<file path="src/rtl/fir_regs_pkg.sv">
// Shared constants for the FIR control register block: register offsets,
// CTRL/STATUS bit positions, FSM encodings and a byte-strobe merge helper.
package fir_regs_pkg;

  localparam int FIR_ADDR_BITS = 8;
  localparam int FIR_COEF_NUM  = 25;
  localparam int FIR_COEF_BITS = 16;
  localparam int FIR_DIM_BITS  = 11;

  // Byte offsets of the register map.
  localparam int REG_CTRL   = 'h00;
  localparam int REG_STATUS = 'h04;
  localparam int REG_WIDTH  = 'h08;
  localparam int REG_HEIGHT = 'h0C;
  localparam int REG_SCALE  = 'h10;
  localparam int REG_COMMIT = 'h14;
  localparam int COEF_BASE  = 'h20;

  // CTRL bits.
  localparam int CTRL_START    = 0;
  localparam int CTRL_ENABLE   = 1;
  localparam int CTRL_IRQ_EN   = 2;
  localparam int CTRL_SOFT_RST = 3;

  // STATUS bits.
  localparam int STAT_BUSY      = 0;
  localparam int STAT_DONE      = 1;
  localparam int STAT_COEF_PEND = 2;
  localparam int STAT_START_ERR = 3;

  // Control FSM encodings; BUSY is simply "state == ST_RUN".
  localparam logic [0:0] ST_IDLE = 1'b0;
  localparam logic [0:0] ST_RUN  = 1'b1;

  // Merge the low two bytes of a write into a 16-bit register image.
  function automatic logic [15:0] merge16(input logic [15:0] old_val,
                                          input logic [15:0] new_val,
                                          input logic [1:0]  strb);
    merge16 = {strb[1] ? new_val[15:8] : old_val[15:8],
               strb[0] ? new_val[7:0]  : old_val[7:0]};
  endfunction

endpackage

</file>
<file path="src/rtl/fir_ctrl_regs_if.sv">
// Strobe-style register bus between the AXI4-Lite slave (master side)
// and the FIR control register block (slave side).
interface fir_ctrl_regs_if #(
  parameter int ADDR_BITS = 8
);
  logic [ADDR_BITS-1:0] wr_addr;
  logic                 wr_en;
  logic [31:0]          wr_data;
  logic [3:0]           wr_strb;
  logic [ADDR_BITS-1:0] rd_addr;
  logic                 rd_en;
  logic [31:0]          rd_data;

  modport master (output wr_addr, wr_en, wr_data, wr_strb, rd_addr, rd_en,
                  input  rd_data);
  modport slave  (input  wr_addr, wr_en, wr_data, wr_strb, rd_addr, rd_en,
                  output rd_data);
endinterface

</file>
<file path="src/rtl/fir_ctrl_regs.sv">
// Register file and frame sequencer for the 2D FIR filter. Holds image
// geometry, output scale and a double-buffered 5x5 kernel; software writes
// the shadow bank and a commit copies it to the active bank while idle.
module fir_ctrl_regs
  import fir_regs_pkg::*;
#(
  parameter int ADDR_BITS = FIR_ADDR_BITS,
  parameter int COEF_NUM  = FIR_COEF_NUM,
  parameter int COEF_BITS = FIR_COEF_BITS,
  parameter int DIM_BITS  = FIR_DIM_BITS
) (
  input  logic                          clk,
  input  logic                          rst,
  fir_ctrl_regs_if.slave                reg_bus,
  input  logic                          i_frame_done,
  output logic                          o_frame_start,
  output logic                          o_filt_en,
  output logic [DIM_BITS-1:0]           o_img_width,
  output logic [DIM_BITS-1:0]           o_img_height,
  output logic [4:0]                    o_scale_sh,
  output logic [COEF_NUM*COEF_BITS-1:0] o_coef_flat,
  output logic                          o_irq
);

  localparam int WB = ADDR_BITS - 2;  // word-address width
  localparam logic [WB-1:0] W_CTRL     = WB'(REG_CTRL >> 2);
  localparam logic [WB-1:0] W_STATUS   = WB'(REG_STATUS >> 2);
  localparam logic [WB-1:0] W_WIDTH    = WB'(REG_WIDTH >> 2);
  localparam logic [WB-1:0] W_HEIGHT   = WB'(REG_HEIGHT >> 2);
  localparam logic [WB-1:0] W_SCALE    = WB'(REG_SCALE >> 2);
  localparam logic [WB-1:0] W_COMMIT   = WB'(REG_COMMIT >> 2);
  localparam logic [WB-1:0] W_COEF0    = WB'(COEF_BASE >> 2);
  localparam logic [WB-1:0] W_COEF_END = WB'((COEF_BASE >> 2) + COEF_NUM);

  logic [0:0]          r_state;
  logic                r_enable, r_irq_en, r_done, r_start_err, r_coef_pend;
  logic                r_launch, r_frame_start, r_irq;
  logic [DIM_BITS-1:0] r_width, r_height, r_img_width, r_img_height;
  logic [4:0]          r_scale, r_scale_sh;

  logic [COEF_NUM-1:0][COEF_BITS-1:0] w_shadow, w_active;

  // ---- write decode --------------------------------------------------------
  logic [WB-1:0] w_wr_word, w_wr_idx, w_rd_word, w_rd_idx;
  logic          w_wr_b0, w_ctrl_wr, w_status_wr, w_coef_wr;
  logic          w_start, w_soft_rst, w_done_clr, w_err_clr, w_commit_wr;
  logic          w_start_ok, w_commit_apply;
  logic [15:0]   w_width_m, w_height_m;

  assign w_wr_word   = reg_bus.wr_addr[ADDR_BITS-1:2];
  assign w_wr_idx    = w_wr_word - W_COEF0;
  assign w_wr_b0     = reg_bus.wr_en & reg_bus.wr_strb[0];
  assign w_ctrl_wr   = w_wr_b0 & (w_wr_word == W_CTRL);
  assign w_status_wr = w_wr_b0 & (w_wr_word == W_STATUS);
  assign w_coef_wr   = reg_bus.wr_en & (w_wr_word >= W_COEF0) & (w_wr_word < W_COEF_END);
  // A write carrying both START and SOFT_RST is treated as a soft reset only.
  assign w_soft_rst  = w_ctrl_wr & reg_bus.wr_data[CTRL_SOFT_RST];
  assign w_start     = w_ctrl_wr & reg_bus.wr_data[CTRL_START] & ~reg_bus.wr_data[CTRL_SOFT_RST];
  assign w_done_clr  = w_status_wr & reg_bus.wr_data[STAT_DONE];
  assign w_err_clr   = w_status_wr & reg_bus.wr_data[STAT_START_ERR];
  assign w_commit_wr = w_wr_b0 & (w_wr_word == W_COMMIT) & reg_bus.wr_data[0];
  assign w_start_ok  = (r_width != '0) & (r_height != '0) & r_enable;
  assign w_commit_apply = r_coef_pend & (r_state == ST_IDLE) & ~w_soft_rst;

  assign w_width_m  = merge16(16'(r_width),  reg_bus.wr_data[15:0], reg_bus.wr_strb[1:0]);
  assign w_height_m = merge16(16'(r_height), reg_bus.wr_data[15:0], reg_bus.wr_strb[1:0]);

  // ---- control FSM next-state ---------------------------------------------
  logic [0:0] w_state_nxt;
  logic       w_accept, w_done_set, w_err_set;

  // Decide the FSM transition and which sticky status bits get set this cycle.
  always_comb begin
    // NOTE: every output gets a default first so no path leaves a latch behind.
    w_state_nxt = r_state;
    w_accept    = 1'b0;
    w_done_set  = 1'b0;
    w_err_set   = 1'b0;
    case (r_state)
      ST_IDLE: begin
        if (w_start) begin
          if (w_start_ok) begin
            w_state_nxt = ST_RUN;
            w_accept    = 1'b1;
          end else begin
            w_err_set = 1'b1;
          end
        end
      end
      ST_RUN: begin
        if (i_frame_done) begin
          w_state_nxt = ST_IDLE;
          w_done_set  = 1'b1;
        end
        if (w_start) w_err_set = 1'b1;
      end
    endcase
  end

  // FSM state, sticky status (set beats W1C) and the delayed start pulse.
  always_ff @(posedge clk) begin
    // NOTE: clocked state always uses non-blocking assignment so every flop sees pre-edge values.
    if (rst) begin
      r_state       <= ST_IDLE;
      r_done        <= 1'b0;
      r_start_err   <= 1'b0;
      r_coef_pend   <= 1'b0;
      r_launch      <= 1'b0;
      r_frame_start <= 1'b0;
    end else if (w_soft_rst) begin
      r_state       <= ST_IDLE;
      r_done        <= 1'b0;
      r_start_err   <= 1'b0;
      r_coef_pend   <= 1'b0;
      r_launch      <= 1'b0;
      r_frame_start <= 1'b0;
    end else begin
      r_state       <= w_state_nxt;
      r_done        <= w_done_set | (r_done & ~w_done_clr);
      r_start_err   <= w_err_set | (r_start_err & ~w_err_clr);
      r_coef_pend   <= w_commit_wr | (r_coef_pend & ~w_commit_apply);
      r_launch      <= w_accept;
      r_frame_start <= r_launch;
    end
  end

  // Software-visible configuration registers with per-byte write enables.
  always_ff @(posedge clk) begin
    if (rst) begin
      r_enable <= 1'b0;
      r_irq_en <= 1'b0;
      r_width  <= '0;
      r_height <= '0;
      r_scale  <= '0;
    end else begin
      if (w_ctrl_wr) begin
        r_enable <= reg_bus.wr_data[CTRL_ENABLE];
        r_irq_en <= reg_bus.wr_data[CTRL_IRQ_EN];
      end
      if (reg_bus.wr_en && w_wr_word == W_WIDTH)  r_width  <= w_width_m[DIM_BITS-1:0];
      if (reg_bus.wr_en && w_wr_word == W_HEIGHT) r_height <= w_height_m[DIM_BITS-1:0];
      if (w_wr_b0 && w_wr_word == W_SCALE)        r_scale  <= reg_bus.wr_data[4:0];
    end
  end

  // Freeze geometry and scale for the datapath when a frame is accepted.
  always_ff @(posedge clk) begin
    if (rst) begin
      r_img_width  <= '0;
      r_img_height <= '0;
      r_scale_sh   <= '0;
    end else if (w_accept) begin
      r_img_width  <= r_width;
      r_img_height <= r_height;
      r_scale_sh   <= r_scale;
    end
  end

  // Interrupt is a registered view of DONE gated by IRQ_EN.
  always_ff @(posedge clk) begin
    if (rst) r_irq <= 1'b0;
    else     r_irq <= r_done & r_irq_en;
  end

  // ---- coefficient banks ---------------------------------------------------
  for (genvar i = 0; i < COEF_NUM; i++) begin : g_tap
    localparam logic [COEF_BITS-1:0] IDENT = COEF_BITS'(i == COEF_NUM / 2);
    logic [COEF_BITS-1:0] r_shadow, r_active;
    logic [15:0]          w_coef_m;

    assign w_coef_m = merge16(16'(r_shadow), reg_bus.wr_data[15:0], reg_bus.wr_strb[1:0]);

    // Shadow tap written by software; active tap loaded from shadow on commit.
    always_ff @(posedge clk) begin
      // NOTE: the taps are flops, not RAM, so reset can load the identity kernel.
      if (rst) begin
        r_shadow <= IDENT;
        r_active <= IDENT;
      end else begin
        if (w_coef_wr && w_wr_idx == WB'(i)) r_shadow <= w_coef_m[COEF_BITS-1:0];
        if (w_commit_apply)                  r_active <= r_shadow;
      end
    end

    assign w_shadow[i] = r_shadow;
    assign w_active[i] = r_active;
  end

  // ---- read mux ------------------------------------------------------------
  logic [COEF_BITS-1:0] w_rd_coef;

  assign w_rd_word = reg_bus.rd_addr[ADDR_BITS-1:2];
  assign w_rd_idx  = w_rd_word - W_COEF0;

  // Combinational register readback; reads have no side effects.
  always_comb begin
    reg_bus.rd_data = '0;
    w_rd_coef       = '0;
    for (int i = 0; i < COEF_NUM; i++) begin
      if (w_rd_idx == WB'(i)) w_rd_coef = w_shadow[i];
    end
    case (w_rd_word)
      W_CTRL: begin
        reg_bus.rd_data[CTRL_ENABLE] = r_enable;
        reg_bus.rd_data[CTRL_IRQ_EN] = r_irq_en;
      end
      W_STATUS: begin
        reg_bus.rd_data[STAT_BUSY]      = (r_state == ST_RUN);
        reg_bus.rd_data[STAT_DONE]      = r_done;
        reg_bus.rd_data[STAT_COEF_PEND] = r_coef_pend;
        reg_bus.rd_data[STAT_START_ERR] = r_start_err;
      end
      W_WIDTH:  reg_bus.rd_data = 32'(r_width);
      W_HEIGHT: reg_bus.rd_data = 32'(r_height);
      W_SCALE:  reg_bus.rd_data = 32'(r_scale);
      default: begin
        if (w_rd_word >= W_COEF0 && w_rd_word < W_COEF_END)
          reg_bus.rd_data = {{(32 - COEF_BITS){w_rd_coef[COEF_BITS-1]}}, w_rd_coef};
      end
    endcase
  end

  // rd_en is reserved and the byte-lane bits below are intentionally unused.
  logic w_unused;
  assign w_unused = ^{reg_bus.rd_en, reg_bus.wr_data[31:16], reg_bus.wr_strb[3:2],
                      reg_bus.wr_addr[1:0], reg_bus.rd_addr[1:0],
                      w_width_m[15:DIM_BITS], w_height_m[15:DIM_BITS]};

  assign o_frame_start = r_frame_start;
  assign o_filt_en     = r_enable;
  assign o_img_width   = r_img_width;
  assign o_img_height  = r_img_height;
  assign o_scale_sh    = r_scale_sh;
  assign o_coef_flat   = w_active;
  assign o_irq         = r_irq;

endmodule
</file>
<file path="src/flat_wrapper.sv">
// flat-port wrapper written by rule: the top's interface ports become plain ports
module fir_ctrl_regs_flat import fir_regs_pkg::*;
#(
  parameter int ADDR_BITS = FIR_ADDR_BITS,
  parameter int COEF_NUM  = FIR_COEF_NUM,
  parameter int COEF_BITS = FIR_COEF_BITS,
  parameter int DIM_BITS  = FIR_DIM_BITS
)
  (clk, rst, i_frame_done, o_frame_start, o_filt_en, o_img_width, o_img_height, o_scale_sh, o_coef_flat, o_irq, reg_bus_wr_addr, reg_bus_wr_en, reg_bus_wr_data, reg_bus_wr_strb, reg_bus_rd_addr, reg_bus_rd_en, reg_bus_rd_data);
  fir_ctrl_regs_if #(.ADDR_BITS(ADDR_BITS)) reg_bus_i ();
  input  logic clk;
  input  logic rst;
  input  logic i_frame_done;
  output logic o_frame_start;
  output logic o_filt_en;
  output logic [DIM_BITS-1:0] o_img_width;
  output logic [DIM_BITS-1:0] o_img_height;
  output logic [4:0] o_scale_sh;
  output logic [COEF_NUM*COEF_BITS-1:0] o_coef_flat;
  output logic o_irq;
  input wire logic [$bits(reg_bus_i.wr_addr)-1:0] reg_bus_wr_addr;
  input wire logic [$bits(reg_bus_i.wr_en)-1:0] reg_bus_wr_en;
  input wire logic [$bits(reg_bus_i.wr_data)-1:0] reg_bus_wr_data;
  input wire logic [$bits(reg_bus_i.wr_strb)-1:0] reg_bus_wr_strb;
  input wire logic [$bits(reg_bus_i.rd_addr)-1:0] reg_bus_rd_addr;
  input wire logic [$bits(reg_bus_i.rd_en)-1:0] reg_bus_rd_en;
  output wire logic [$bits(reg_bus_i.rd_data)-1:0] reg_bus_rd_data;
  assign reg_bus_i.wr_addr = reg_bus_wr_addr;
  assign reg_bus_i.wr_en = reg_bus_wr_en;
  assign reg_bus_i.wr_data = reg_bus_wr_data;
  assign reg_bus_i.wr_strb = reg_bus_wr_strb;
  assign reg_bus_i.rd_addr = reg_bus_rd_addr;
  assign reg_bus_i.rd_en = reg_bus_rd_en;
  assign reg_bus_rd_data = reg_bus_i.rd_data;
  fir_ctrl_regs #(.ADDR_BITS(ADDR_BITS), .COEF_NUM(COEF_NUM), .COEF_BITS(COEF_BITS), .DIM_BITS(DIM_BITS)) u_core (.clk(clk), .rst(rst), .reg_bus(reg_bus_i), .i_frame_done(i_frame_done), .o_frame_start(o_frame_start), .o_filt_en(o_filt_en), .o_img_width(o_img_width), .o_img_height(o_img_height), .o_scale_sh(o_scale_sh), .o_coef_flat(o_coef_flat), .o_irq(o_irq));
endmodule
</file>
<file path="config.mk">
export PLATFORM = sky130hd
export DESIGN_NAME = fir_ctrl_regs_flat
export DESIGN_NICKNAME = d
export VERILOG_FILES = /design/src/rtl/fir_regs_pkg.sv /design/src/rtl/fir_ctrl_regs_if.sv /design/src/rtl/fir_ctrl_regs.sv /design/src/flat_wrapper.sv
export SDC_FILE = /design/constraint.sdc
export NUM_CORES = 2
export LEC_CHECK = 0
export BUFFER_PORTS_ARGS = -buffer_cell sky130_fd_sc_hd__buf_2
export CAP_MARGIN = 40
export CORE_AREA = 2 2 370 280
export DETAILED_ROUTE_END_ITERATION = 8
export DIE_AREA = 0 0 372 282
export SYNTH_ARGS = -nofsm -noshare
export SYNTH_HDL_FRONTEND = slang
export SYNTH_SLANG_ARGS = --single-unit
</file>
<file path="constraint.sdc">
create_clock -name clk -period 3.7 [get_ports clk]
set_input_delay 0.37 -clock clk [delete_from_list [all_inputs] [get_ports clk]]
set_output_delay 0.37 -clock clk [all_outputs]
set_load 0.01 [all_outputs]
</file>
==> results.json <==
{
  "outcome": "complete, no violations",
  "cts_buffer_depth": 3,
  "hold_viol": 0,
  "finalSetupViolations": 0,
  "vias": 35300,
  "p_leak_nw": 16.0,
  "final_nets": 4896,
  "first_pass_iters": 6,
  "timing.max_slew.rel_slack_pct": 34.0,
  "cts_buffers": 87,
  "ys_seq_elements": 863,
  "seq_area_frac_synth_pct": 49.0,
  "grt_pass1_vias": 31800,
  "vdd_drop_max_v": 0.000364,
  "antenna_found_initial": 13,
  "clock_latency_ns": 0.71,
  "critPathRequiredTime_ns": 3.33,
  "netlist_instances": 4453,
  "clk_pin_slew_ns": 0.06,
  "dpl.hpwl_microns": 117000,
  "grt.total_usage_pct": 28.7,
  "synth_top_cell_area_share_pct": 49.0,
  "end_kind": "output port",
  "synth_common_cells": "nand2_1 (1223), dfxtp_1 (863), a21oi_1 (788)",
  "final_max_slew_viol_count": 0,
  "dieWidth_microns": 372,
  "dieArea_sq_um": 105000,
  "grt_max_degree": 144,
  "antenna_left": 0,
  "drc": 0,
  "synth.most_common_cell": "nand2_1",
  "clockPowerShare_pct": 47.7,
  "start_util_pct": 34.9,
  "critPathKind": "in2out",
  "grt_setup_unrepaired": "no",
  "power.density_nw_per_um2": 461,
  "fin_total_pwr_mw": 19.8,
  "die_h_microns": 282,
  "io_pins": 519,
  "p_int_mw": 15.1,
  "maxCapViolations": 0,
  "wl_per_cell_microns": 25.1,
  "holdWs_ns": 0.0629,
  "worstSetupStartpointType": "input pin",
  "max_freq_ghz": 0.273,
  "min_period_ns": 3.67,
  "ys_warn_count": 0,
  "syn_area_per_cell_sq_um": 7.91,
  "rows": 101,
  "area.growth.synth_to_final_pct": 21.9,
  "drt_iter0_drc": 4700,
  "portBuffers": 495,
  "async_flop_share_pct": 0,
  "path_max_fanout": 13,
  "syn_area_sq_um": 35200,
  "avgViaCountPerCell": 5.66,
  "wl_microns": 157000,
  "skew_ns": 0.0314,
  "finalCritPeriodShare_pct": 99.1,
  "cp.arrival_ns": 3.30,
  "synthTopCellsByArea": "dfxtp_1 (49%), nand2_1 (13%), a21oi_1 (11%)",
  "synth_top_flop_cell": "dfxtp_1",
  "switchingPower_mw": 4.77,
  "synth_edf_count": 0,
  "cts_root_buf": "clkbuf_16",
  "cts_sinks": 863,
  "core_area_sq_um": 101000,
  "fillers": 10300,
  "cts_tree": "yes",
  "grt_first_pass_wirelength_microns": 223000,
  "synth_fp_nets": 4512,
  "seqPwrFrac_pct": 46.9,
  "drive_above_1_share_pct": 19.0,
  "yosysUniqueCellTypes": 74,
  "routabilityCongestion": 0.992,
  "overflow": 0,
  "htree_levels": 3,
  "pwr-share-comb_pct": 5.4,
  "tightest_slew_ns": 0.990,
  "hp-class": "in2reg",
  "synth_top_cell_by_area": "dfxtp_1",
  "p_sw_share_pct": 24.1
}
per-layer routing:
layer	up-vias	routed length [microns]	track usage, %
li1	16000	-	-
met1	17200	69400	42.3
met2	1883	65600	41.4
met3	259	18000	7.29
met4	24	3720	6.98
met5	-	147	0
state kept, by name, indices dropped and copies added, names as in the netlist:
register and count:
u_core.g_tap.r_active 400, u_core.o_frame_start 1, u_core.r_scale 5, u_core.r_irq_en 1, u_core.g_tap.r_shadow 400, u_core.r_width 11
u_core.r_state 1, u_core.r_coef_pend 1, u_core.o_img_width 11, u_core.o_img_height 11, u_core.r_launch 1, u_core.o_irq 1
u_core.r_start_err 1, u_core.o_filt_en 1, u_core.r_height 11, u_core.o_scale_sh 5, u_core.r_done 1
final cells by class:
class                      instances  area [sq um]  share of cell area, %
inverter                          13          48.8                  0.114
multi-input combinational       3169         16300                   37.9
clock buffer                     124          2550                   5.93
antenna                            1          2.50                0.00583
sequential                       863         17300                   40.2
timing repair buffer             703          4630                   10.8
tap                             1339          1680                   3.90
clock inverter                    38           487                   1.13
timing repair:
action,CTS,global route
buffers inserted,1,0
setup endpoints to repair,6,4
pin swaps,1,2
hold endpoints to repair,2,0
gates resized for setup,4,10
hold buffers,1,0
cells by family (layout without fill, tap and decap cells):
| kind of cell | Yosys count | in the layout | share of synthesized area (%) |
|---|---|---|---|
| xor+xnor | 2 | 2 | 0.0497 |
| simple gates | 1609 | 1609 | 18.6 |
| compound gates | 1378 | 1378 | 21.5 |
| fa+ha+maj | 2 | 2 | 0.0710 |
| mux | 178 | 178 | 5.76 |
| other cells | 0 | 1 | 0 |
| buf+inv | 421 | 878 | 5.04 |
| flops | 863 | 863 | 49.0 |
through the flow:
stage	utilization, %	TNS [ns]	instance area (sq um)	setup slack, ns	instances
final	42.5	0	43000	0.0347	6250
after CTS	42.5	0	42900	0.0231	6249
after floorplan	-	0	35200	0.0250	4453
after global placement	39.1	-0.424	39500	-0.234	6072
after global routing	42.5	0	43000	0.0317	6249
after detailed placement	39.5	-0.498	39800	-0.225	6085
critical path, stage by stage:
cell,delay (ns)
buf_2,0.22
inv_1,0.10
ha_1,0.28
xor2_4,0.31
buf_4,0.28
nor2_1,0.12
a221oi_1,0.45
o211ai_1,0.24
a21oi_1,0.37
o22ai_1,0.23
buf_4,0.18
buf_2,0.13
worst paths after layout:
path	start	slack, ns	to	cells past startpoint
min reg2reg	u_core.r_launch	0.41	u_core.o_frame_start	2
max reg2reg	u_core.r_state	1.58	u_core.g_tap[0].r_active[4]	4
min	reg_bus_wr_data[7]	0.06	u_core.r_width[7]	3
max	reg_bus_rd_addr[5]	0.03	reg_bus_rd_data[11]	12
placed cells by master (no fill, tap or decap), types with 8 or more instances in the layout:
| cell type | instances |
|---|---|
| a31oi_1 | 11 |
| mux2i_1 | 142 |
| a221oi_1 | 8 |
| clkbuf_1 | 16 |
| a22o_1 | 9 |
| a211oi_1 | 10 |
| a21oi_1 | 788 |
| o2bb2ai_1 | 9 |
| bufinv_16 | 9 |
| nor4_1 | 19 |
| nand2b_1 | 11 |
| o221ai_1 | 13 |
| nor2_1 | 214 |
| nor3_1 | 19 |
| clkbuf_8 | 19 |
| o22ai_1 | 8 |
| a2bb2oi_1 | 10 |
| o32ai_1 | 9 |
| buf_2 | 492 |
| inv_1 | 13 |
| clkinv_2 | 19 |
| a22oi_1 | 21 |
| clkbuf_16 | 89 |
| mux2_2 | 18 |
| o21ai_0 | 391 |
| o211ai_1 | 16 |
| buf_4 | 169 |
| buf_16 | 11 |
| buf_12 | 28 |
| dfxtp_1 | 863 |
| nand2_1 | 1223 |
| a32oi_1 | 11 |
| mux4_2 | 18 |
| nor2_2 | 15 |
| nor2b_1 | 11 |
| nand3_1 | 34 |
power by group through the flow:
stage	combinational [mW]	clock, mW	sequential (mW)
CTS	1.03	9.57	9.31
detailed placement	1.02	0	9.52
global route	1.10	9.94	9.30
finish	1.07	9.45	9.31
floorplan	0.535	0	9.51
global placement	0.978	0	9.52
No activity file was read; power rests on OpenSTA's default activity.
